### config.mk
export PLATFORM = sky130hd
export DESIGN_NAME = meas_freq_calc
export DESIGN_NICKNAME = d
export VERILOG_FILES = /design/src/rtl/meas_freq_calc.sv
export SDC_FILE = /design/constraint.sdc
export NUM_CORES = 1
export LEC_CHECK = 0
export ABC_AREA = 1
export BUFFER_PORTS_ARGS = -buffer_cell sky130_fd_sc_hd__buf_2
export CORE_AREA = 2 2 215 217
export DETAILED_ROUTE_END_ITERATION = 16
export DIE_AREA = 0 0 217 219
export HOLD_SLACK_MARGIN = 0.08
export PLACE_DENSITY = 0.78
export SYNTH_ARGS = -nofsm -noshare
export SYNTH_HDL_FRONTEND = slang
export SYNTH_SLANG_ARGS = --single-unit
### constraint.sdc
create_clock -name clk_i -period 6.3 [get_ports clk_i]
set_input_delay 1.26 -clock clk_i [delete_from_list [all_inputs] [get_ports clk_i]]
set_output_delay 1.26 -clock clk_i [all_outputs]
set_load 0.005 [all_outputs]
### src/rtl/meas_freq_calc.sv
`default_nettype none
// ============================================================================
//  Module      : meas_freq_calc
//  Description : Consumer of the gated frequency-measurement stage. It
//                captures one 64-bit packed count pair per strobe and computes
//                freq = floor(sig_cnt * REF_CLK_HZ / ref_cnt) with a 64-step
//                restoring divider. The latest result and the sticky status
//                flags are held for the register file.
//  Revision    : 1.0 - initial release
// ----------------------------------------------------------------------------
//  Parameters
//    REF_CLK_HZ   : reference clock frequency in Hz (32-bit unsigned)
//  Ports
//    clk_i        : system clock
//    rst_n_i      : asynchronous active-low reset
//    meas_valid_i : one-cycle strobe, new measurement on meas_data_i
//    meas_data_i  : {ref_cnt[63:32], sig_cnt[31:0]}
//    clr_i        : one-cycle pulse, clears overrun_o and div_zero_o
//    busy_o       : calculation in progress
//    freq_valid_o : one-cycle pulse when freq_data_o updates
//    freq_data_o  : last computed frequency in Hz
//    div_zero_o   : sticky, a measurement arrived with ref_cnt == 0
//    overrun_o    : sticky, a measurement was dropped while busy
// ============================================================================
module meas_freq_calc #(
    parameter logic [31:0] REF_CLK_HZ = 32'd100_000_000
) (
    input  logic        clk_i,
    input  logic        rst_n_i,
    input  logic        meas_valid_i,
    input  logic [63:0] meas_data_i,
    input  logic        clr_i,
    output logic        busy_o,
    output logic        freq_valid_o,
    output logic [63:0] freq_data_o,
    output logic        div_zero_o,
    output logic        overrun_o
);

    typedef enum logic [1:0] {
        IDLE = 2'd0,
        LOAD = 2'd1,
        DIV  = 2'd2,
        DONE = 2'd3
    } state_t;

    localparam logic [63:0] c_ref_hz_64 = {32'd0, REF_CLK_HZ};
    localparam logic [5:0]  c_last_iter = 6'd63;

    state_t      r_state;
    logic [31:0] r_sig;
    logic [31:0] r_ref;
    logic [63:0] r_dividend;
    logic [32:0] r_rem;
    logic [63:0] r_quot;
    logic [5:0]  r_iter;
    logic        r_freq_valid;
    logic [63:0] r_freq_data;
    logic        r_div_zero;
    logic        r_overrun;

    logic [63:0] w_product;
    logic [32:0] w_rem_shift;
    logic [32:0] w_ref_ext;
    logic        w_q_bit;
    logic [32:0] w_rem_next;

    // Both operands are below 2^32, so the 64-bit product is exact.
    assign w_product   = {32'd0, r_sig} * c_ref_hz_64;

    // One restoring step: bring the next dividend bit into the partial
    // remainder and subtract the divisor when it fits. The remainder stays
    // below ref_cnt, so its top bit is normally zero; if it were ever set the
    // shifted value would exceed any 32-bit divisor, hence the OR term.
    assign w_rem_shift = {r_rem[31:0], r_dividend[63]};
    assign w_ref_ext   = {1'b0, r_ref};
    assign w_q_bit     = r_rem[32] | (w_rem_shift >= w_ref_ext);
    assign w_rem_next  = w_q_bit ? (w_rem_shift - w_ref_ext) : w_rem_shift;

    always_ff @(posedge clk_i or negedge rst_n_i) begin
        if (!rst_n_i) begin
            r_state      <= IDLE;
            r_sig        <= '0;
            r_ref        <= '0;
            r_dividend   <= '0;
            r_rem        <= '0;
            r_quot       <= '0;
            r_iter       <= '0;
            r_freq_valid <= 1'b0;
            r_freq_data  <= '0;
            r_div_zero   <= 1'b0;
            r_overrun    <= 1'b0;
        end else begin
            r_freq_valid <= 1'b0;

            // Clear first so that a same-cycle set below takes precedence.
            if (clr_i) begin
                r_div_zero <= 1'b0;
                r_overrun  <= 1'b0;
            end

            // Strobes outside IDLE (including the DONE cycle) are dropped.
            if (meas_valid_i && (r_state != IDLE)) begin
                r_overrun <= 1'b1;
            end

            case (r_state)
                IDLE: begin
                    if (meas_valid_i) begin
                        r_sig   <= meas_data_i[31:0];
                        r_ref   <= meas_data_i[63:32];
                        r_state <= LOAD;
                    end
                end

                LOAD: begin
                    if (r_ref == 32'd0) begin
                        r_quot     <= '1;
                        r_div_zero <= 1'b1;
                        r_state    <= DONE;
                    end else begin
                        r_dividend <= w_product;
                        r_rem      <= '0;
                        r_quot     <= '0;
                        r_iter     <= '0;
                        r_state    <= DIV;
                    end
                end

                DIV: begin
                    r_rem      <= w_rem_next;
                    r_dividend <= {r_dividend[62:0], 1'b0};
                    r_quot     <= {r_quot[62:0], w_q_bit};
                    r_iter     <= r_iter + 6'd1;
                    if (r_iter == c_last_iter) begin
                        r_state <= DONE;
                    end
                end

                DONE: begin
                    r_freq_data  <= r_quot;
                    r_freq_valid <= 1'b1;
                    r_state      <= IDLE;
                end

                default: begin
                    r_state <= IDLE;
                end
            endcase
        end
    end

    assign busy_o       = (r_state != IDLE);
    assign freq_valid_o = r_freq_valid;
    assign freq_data_o  = r_freq_data;
    assign div_zero_o   = r_div_zero;
    assign overrun_o    = r_overrun;

endmodule
`default_nettype wire

---- Yosys cells after proc, flatten, opt, wreduce, memory -nomap -nowiden ----
Cells that the tools add are included.
cells by class
  magnitude comparators ................... 1
  multiply operators ...................... 1
  multiplexer cells ....................... 19
  equality and inequality tests ........... 7
  reduce and logical (&&, ||, !) cells .... 9
  $add $sub $neg .......................... 2
  bitwise gates (word level) .............. 1
operators with widths
  operator                                              count
  one-hot mux 64 bit (2 select lines)                   2
  two-way mux 64 bit                                    2
  two-way mux 33 bit                                    2
  one-hot mux 33 bit (2 select lines)                   1
  multiplier 32 x 19 -> 51 bit (second input constant)  1
  >= comparator 33 x 32 -> 1 bit                        1
  subtractor 33 x 32 -> 33 bit                          1
  logical NOT 32 bit                                    1
  one-hot mux 6 bit (2 select lines)                    1
  one-hot mux 2 bit (4 select lines)                    1
  two-way mux 1 bit                                     7
  adder 6 x 1 -> 6 bit (second input constant)          1
  equality test 6 bit (second input constant)           1
  two-way mux 6 bit                                     1
  != test 2 bit (second input constant)                 3
  AND reduction 2 bit                                   3
  nonzero test 2 bit                                    3
  equality test 2 bit (second input constant)           2
  two-way mux 2 bit                                     2
  equality test 2 x 1 -> 1 bit (second input constant)  1
  logical NOT 2 bit                                     1
  logical AND 1 bit                                     1
  bitwise OR 1 bit                                      1
storage, ports and cells
  bits of input ports ..................... 68
  word-level logic and storage cells ...... 51
  register bits after elaboration ......... 300

---- Logic depth before layout (Yosys ltp) ----
  depth in word-level cells ............... 4
  depth in mapped cells ................... 25
  gate-level depth less buffers ........... 25

---- Worst setup path before layout ----
Ideal clock, no wire load.
  path kind ............................... register -> register
  start point ............................. register r_sig[5]
  end point ............................... register r_dividend[34]
  library setup time ...................... 124 ps
  path buffers ............................ 0
  data required time ...................... 6176 ps
  data arrival time ....................... 4959 ps
  clock period less this slack ............ 5083 ps
  stages on the path, launching flop included .. 20
  path slack .............................. 1217 ps
  path through ............................ dfrtp_1 -> inv_1 -> fa_1 -> fa_1 -> inv_1 -> fa_1 -> fa_1 -> fa_1 -> inv_1 -> fa_1 -> inv_1 -> ha_1 -> nand2_1 -> inv_1 -> a21oi_1 -> o21ai_0 -> nand3b_1 -> or2_2 -> nand3_1 -> nand3_1
on the way
  longest elaborated chain between the ends .. 3
ends and longest elaborated chain
  element                              line  text
  start: declaration                   51    logic [31:0] r_sig;
  start signal: assignment             110   r_sig <= meas_data_i[31:0];
  multiplier 32 x 19 -> 51 bit         69    assign w_product = {32'd0, r_sig} * c_ref_hz_64;
  two-way mux 64 bit                   117   if (r_ref == 32'd0) begin
  one-hot mux 64 bit (2 select lines)  107   case (r_state)
  end signal: assignment               122   r_dividend <= w_product;
  end signal: assignment               132   r_dividend <= {r_dividend[62:0], 1'b0};
  end: declaration                     53    logic [63:0] r_dividend;
Every way passes these cells. The select of a mux whose other input is x is not followed.
A chain may end at the register's enable or synchronous reset.

---- Final worst setup path ----
  start point ............................. register r_sig[7]
  end point ............................... register r_dividend[37]
Same word-level chain as after synthesis.

==> flow_summary.yaml <==
clock_network:
  cts_setup_buffers: 0
  clockBufferDepth: 3
  tritoncts: "yes"
  hold_buffers: 0
  clkLatencyLatePin_ns: 0.56
  cts_sinks: 292
  clock-root-buffer: "clkbuf_16"
  htreeDepth: 2
  numCtsBuffers: 34
  clkTransAtPathRegs_ns: 0.06
grt:
  grt_pass1_wl_um: 114000
  grt_max_degree: 121
  grt_pass1_vias: 22000
  overflow: 0
  grt_usage_pct: 30.4
  antenna_found_initial: 0
power_and_ir_drop:
  p_sw_share_pct: 22.9
  power_frac_clock_pct: 50.0
  power_density_mw_per_mm2: 133
  switchingPower_uw: 888
  p_comb_share_pct: 1.6
  intPower_uw: 2990
  irDropWorstVdd_uv: 212
  p_seq_share_pct: 48.4
  leakage_uw: 0.0160
floorplanning:
  dieArea_mm2: 0.0475
  die_x_um: 217
  io_pins: 136
  core_mm2: 0.0451
  die_h_um: 219
  rows: 78
  start_util_pct: 59.5
setup_path:
  worst_path_max_delay_cell: "dfrtp_1"
  critPathArrivalTime_ns: 6.38
  worstSetupEndpointType: "register"
  start_kind: "register"
  cp_slowest_stage_delay_ns: 0.62
  cp_max_fo: 9
  worstPathRequired_ns: 6.72
  critPathKind: "register to register"
  cp_top_family: "adder cells"
  cp_num_buf_inv: 5
  path_cells: "inv_1 > fa_1 > fa_1 > inv_1 > fa_1 > fa_1 > fa_1 > inv_1 > fa_1 > inv_1 > ha_1 > a21oi_1 > o21ai_0 > inv_1 > nand2_1 > nand2_1 > nand3_1 > or2_2 > nand3_1 > nand3_1"
  cp_common_cell: "fa_1"
placed_design:
  dp_hpwl_um: 54600
  numPortBuffers: 135
  place.gp.congestion: 1.01
  place_area_mm2: 0.0280
finish:
  final_area_mm2: 0.0291
  diodes: 0
  drive_above_1_share_pct: 9.29
  syn2layout_area_growth_pct: 8.61
  layout_common_cells: "723 x nand2_1, 624 x inv_1, 292 x dfrtp_1"
  nNetsFinal: 3915
  layout_commonest_cell: "nand2_1"
run:
  maxCapViolCount: 0
routing:
  vias: 21200
  drc: 0
  ant_nets: 0
  vias_per_cell: 5.39
  wl_um: 69000
  dr.pass1.iters: 6
  drt-initial-drc-count: 1821
  routedWlPerCell_um: 17.5
synthesis:
  synth_seq_cells: 292
  ys.flop_type: "dfrtp_1"
  ys.warnings.count: 0
  ys_seq_area_share_pct: 27.3
  synth_edf_count: 0
  synth_cell_types: 40
  syn-cell-area_mm2: 0.0268
  avgSynthCellArea_um2: 8.35
  syn-num-nets: 3808
  synth_async_sr_flop_share_pct: 100
  syn_inst: 3209
outcome:
  status: "finished clean"
sta:
  fin_crit_ns: 5.96
  maxSlewHeadroom_pct: 36.0
  skew_ns: 0.0245
  final_max_slew_viol_count: 0
  fin_crit_sh_pct: 94.6
  setup-tns-final_ns: 0
  final-hold-violation-count: 0
  hold_slack_ns: 0.498
  tightest_slew_ns: 0.961
  max_freq_mhz: 168
  setup_viol: 0
  rsz0062_at_grt: "no"
hold_path:
  hold_class: "register to register"
cell families (layout without fill, tap and decap cells):
kind of cell             Yosys count  in the layout  synth area share, %
XOR/XNOR                          60             60                 1.96
multiplexers                      50             50                 2.10
AND/OR/NAND/NOR                 1219           1219                 19.0
adder cells (fa/ha/maj)          531            531                 32.3
flip-flops                       292            292                 27.3
AO/OA/AOI/OAI                    344            344                 7.12
buffers and inverters            713            840                 10.3
timing repair:
item                                    4_1_cts  5_1_grt
endpoints found under the setup margin        0        2
gates resized for setup                       0        1
hold endpoints to repair                      0        0
power groups by stage:
| stage | Combinational, uW | Sequential [uW] | Clock, uW |
|---|---|---|---|
| floorplan | 0.641 | 1910 | 0 |
| global placement | 61.8 | 1910 | 0 |
| detailed placement | 63.7 | 1910 | 0 |
| CTS | 63.8 | 1880 | 1970 |
| global route | 71.3 | 1880 | 2050 |
| finish | 60.5 | 1880 | 1940 |
synthesized netlist by cell type, types with 24 or more instances:
library cell | number | area, um2
o21ai_0 | 49 | 245
xnor2_1 | 28 | 245
inv_1 | 624 | 2340
fa_1 | 267 | 5350
ha_1 | 264 | 3300
nand4_1 | 24 | 150
mux2_2 | 50 | 563
nand2_1 | 724 | 2720
nor2_1 | 250 | 938
a21oi_1 | 213 | 1070
nand3b_1 | 26 | 195
clkbuf_1 | 50 | 188
nand3_1 | 141 | 706
dfrtp_1 | 292 | 7310
xor2_1 | 32 | 280
metal layers:
metal	vias to the layer above	share of wire [%]	GRT usage, %
li1	10200	-	-
met1	10300	44	42.2
met2	593	47	49.3
met3	105	6.2	5.31
met4	0	2.6	8.70
met5	-	0	0
final cells by class:
cell class	count	area, um2
Timing Repair Buffer	146	793
Tap cell	600	751
Sequential cell	292	7310
Inverter	638	2390
Clock inverter	17	179
Multi-Input combinational cell	2204	16800
Fill cell	3867	16000
Clock buffer	39	910
sequential cells by signal, summed over array words and instances, names as in the netlist:
| register | flops |
|---|---|
| r_ref | 32 |
| r_dividend | 56 |
| freq_data_o | 64 |
| overrun_o | 1 |
| freq_valid_o | 1 |
| r_state | 2 |
| r_sig | 32 |
| r_quot | 64 |
| r_rem | 33 |
| r_iter | 6 |
| div_zero_o | 1 |
per-stage QoR:
step | cells | power (uW) | util [%] | setup WS [ns]
finish | 3936 | 3880 | 64.6 | 0.338
global route | 3936 | 4000 | 64.6 | 0.0137
CTS | 3936 | 3910 | 64.6 | 0.202
detailed placement | 3880 | 1970 | 62.2 | 0.228
global placement | 3880 | 1970 | 62.2 | 0.281
floorplan | 3209 | 1910 | - | 1.22
worst register-to-register path, cell delays in order (launching register included):
cell and delay (ns):
dfrtp_1 0.62, inv_1 0.23, fa_1 0.51, fa_1 0.55, inv_1 0.05, fa_1 0.51
fa_1 0.45, fa_1 0.49, inv_1 0.05, fa_1 0.48, inv_1 0.04, ha_1 0.34
a21oi_1 0.30, o21ai_0 0.22, inv_1 0.11, nand2_1 0.06, nand2_1 0.07, nand3_1 0.19
or2_2 0.34, nand3_1 0.11, nand3_1 0.09
worst paths after layout:
path | start | to | slack [ns] | cells past startpoint
max in group asynchronous | rst_n_i | r_rem[14]$_DFFE_PN0P_ | 4.17 | 2
worst max-delay path | r_sig[7]$_DFFE_PN0P_ | r_dividend[37]$_DFFE_PN0P_ | 0.34 | 20
worst min-delay path | r_dividend[22]$_DFFE_PN0P_ | r_dividend[23]$_DFFE_PN0P_ | 0.50 | 2
worst max register to register | r_sig[7]$_DFFE_PN0P_ | r_dividend[37]$_DFFE_PN0P_ | 0.34 | 20
worst min register to register | r_dividend[22]$_DFFE_PN0P_ | r_dividend[23]$_DFFE_PN0P_ | 0.50 | 2
min in group asynchronous | rst_n_i | r_sig[26]$_DFFE_PN0P_ | 0.80 | 1
(Power assumes the default switching activity.)
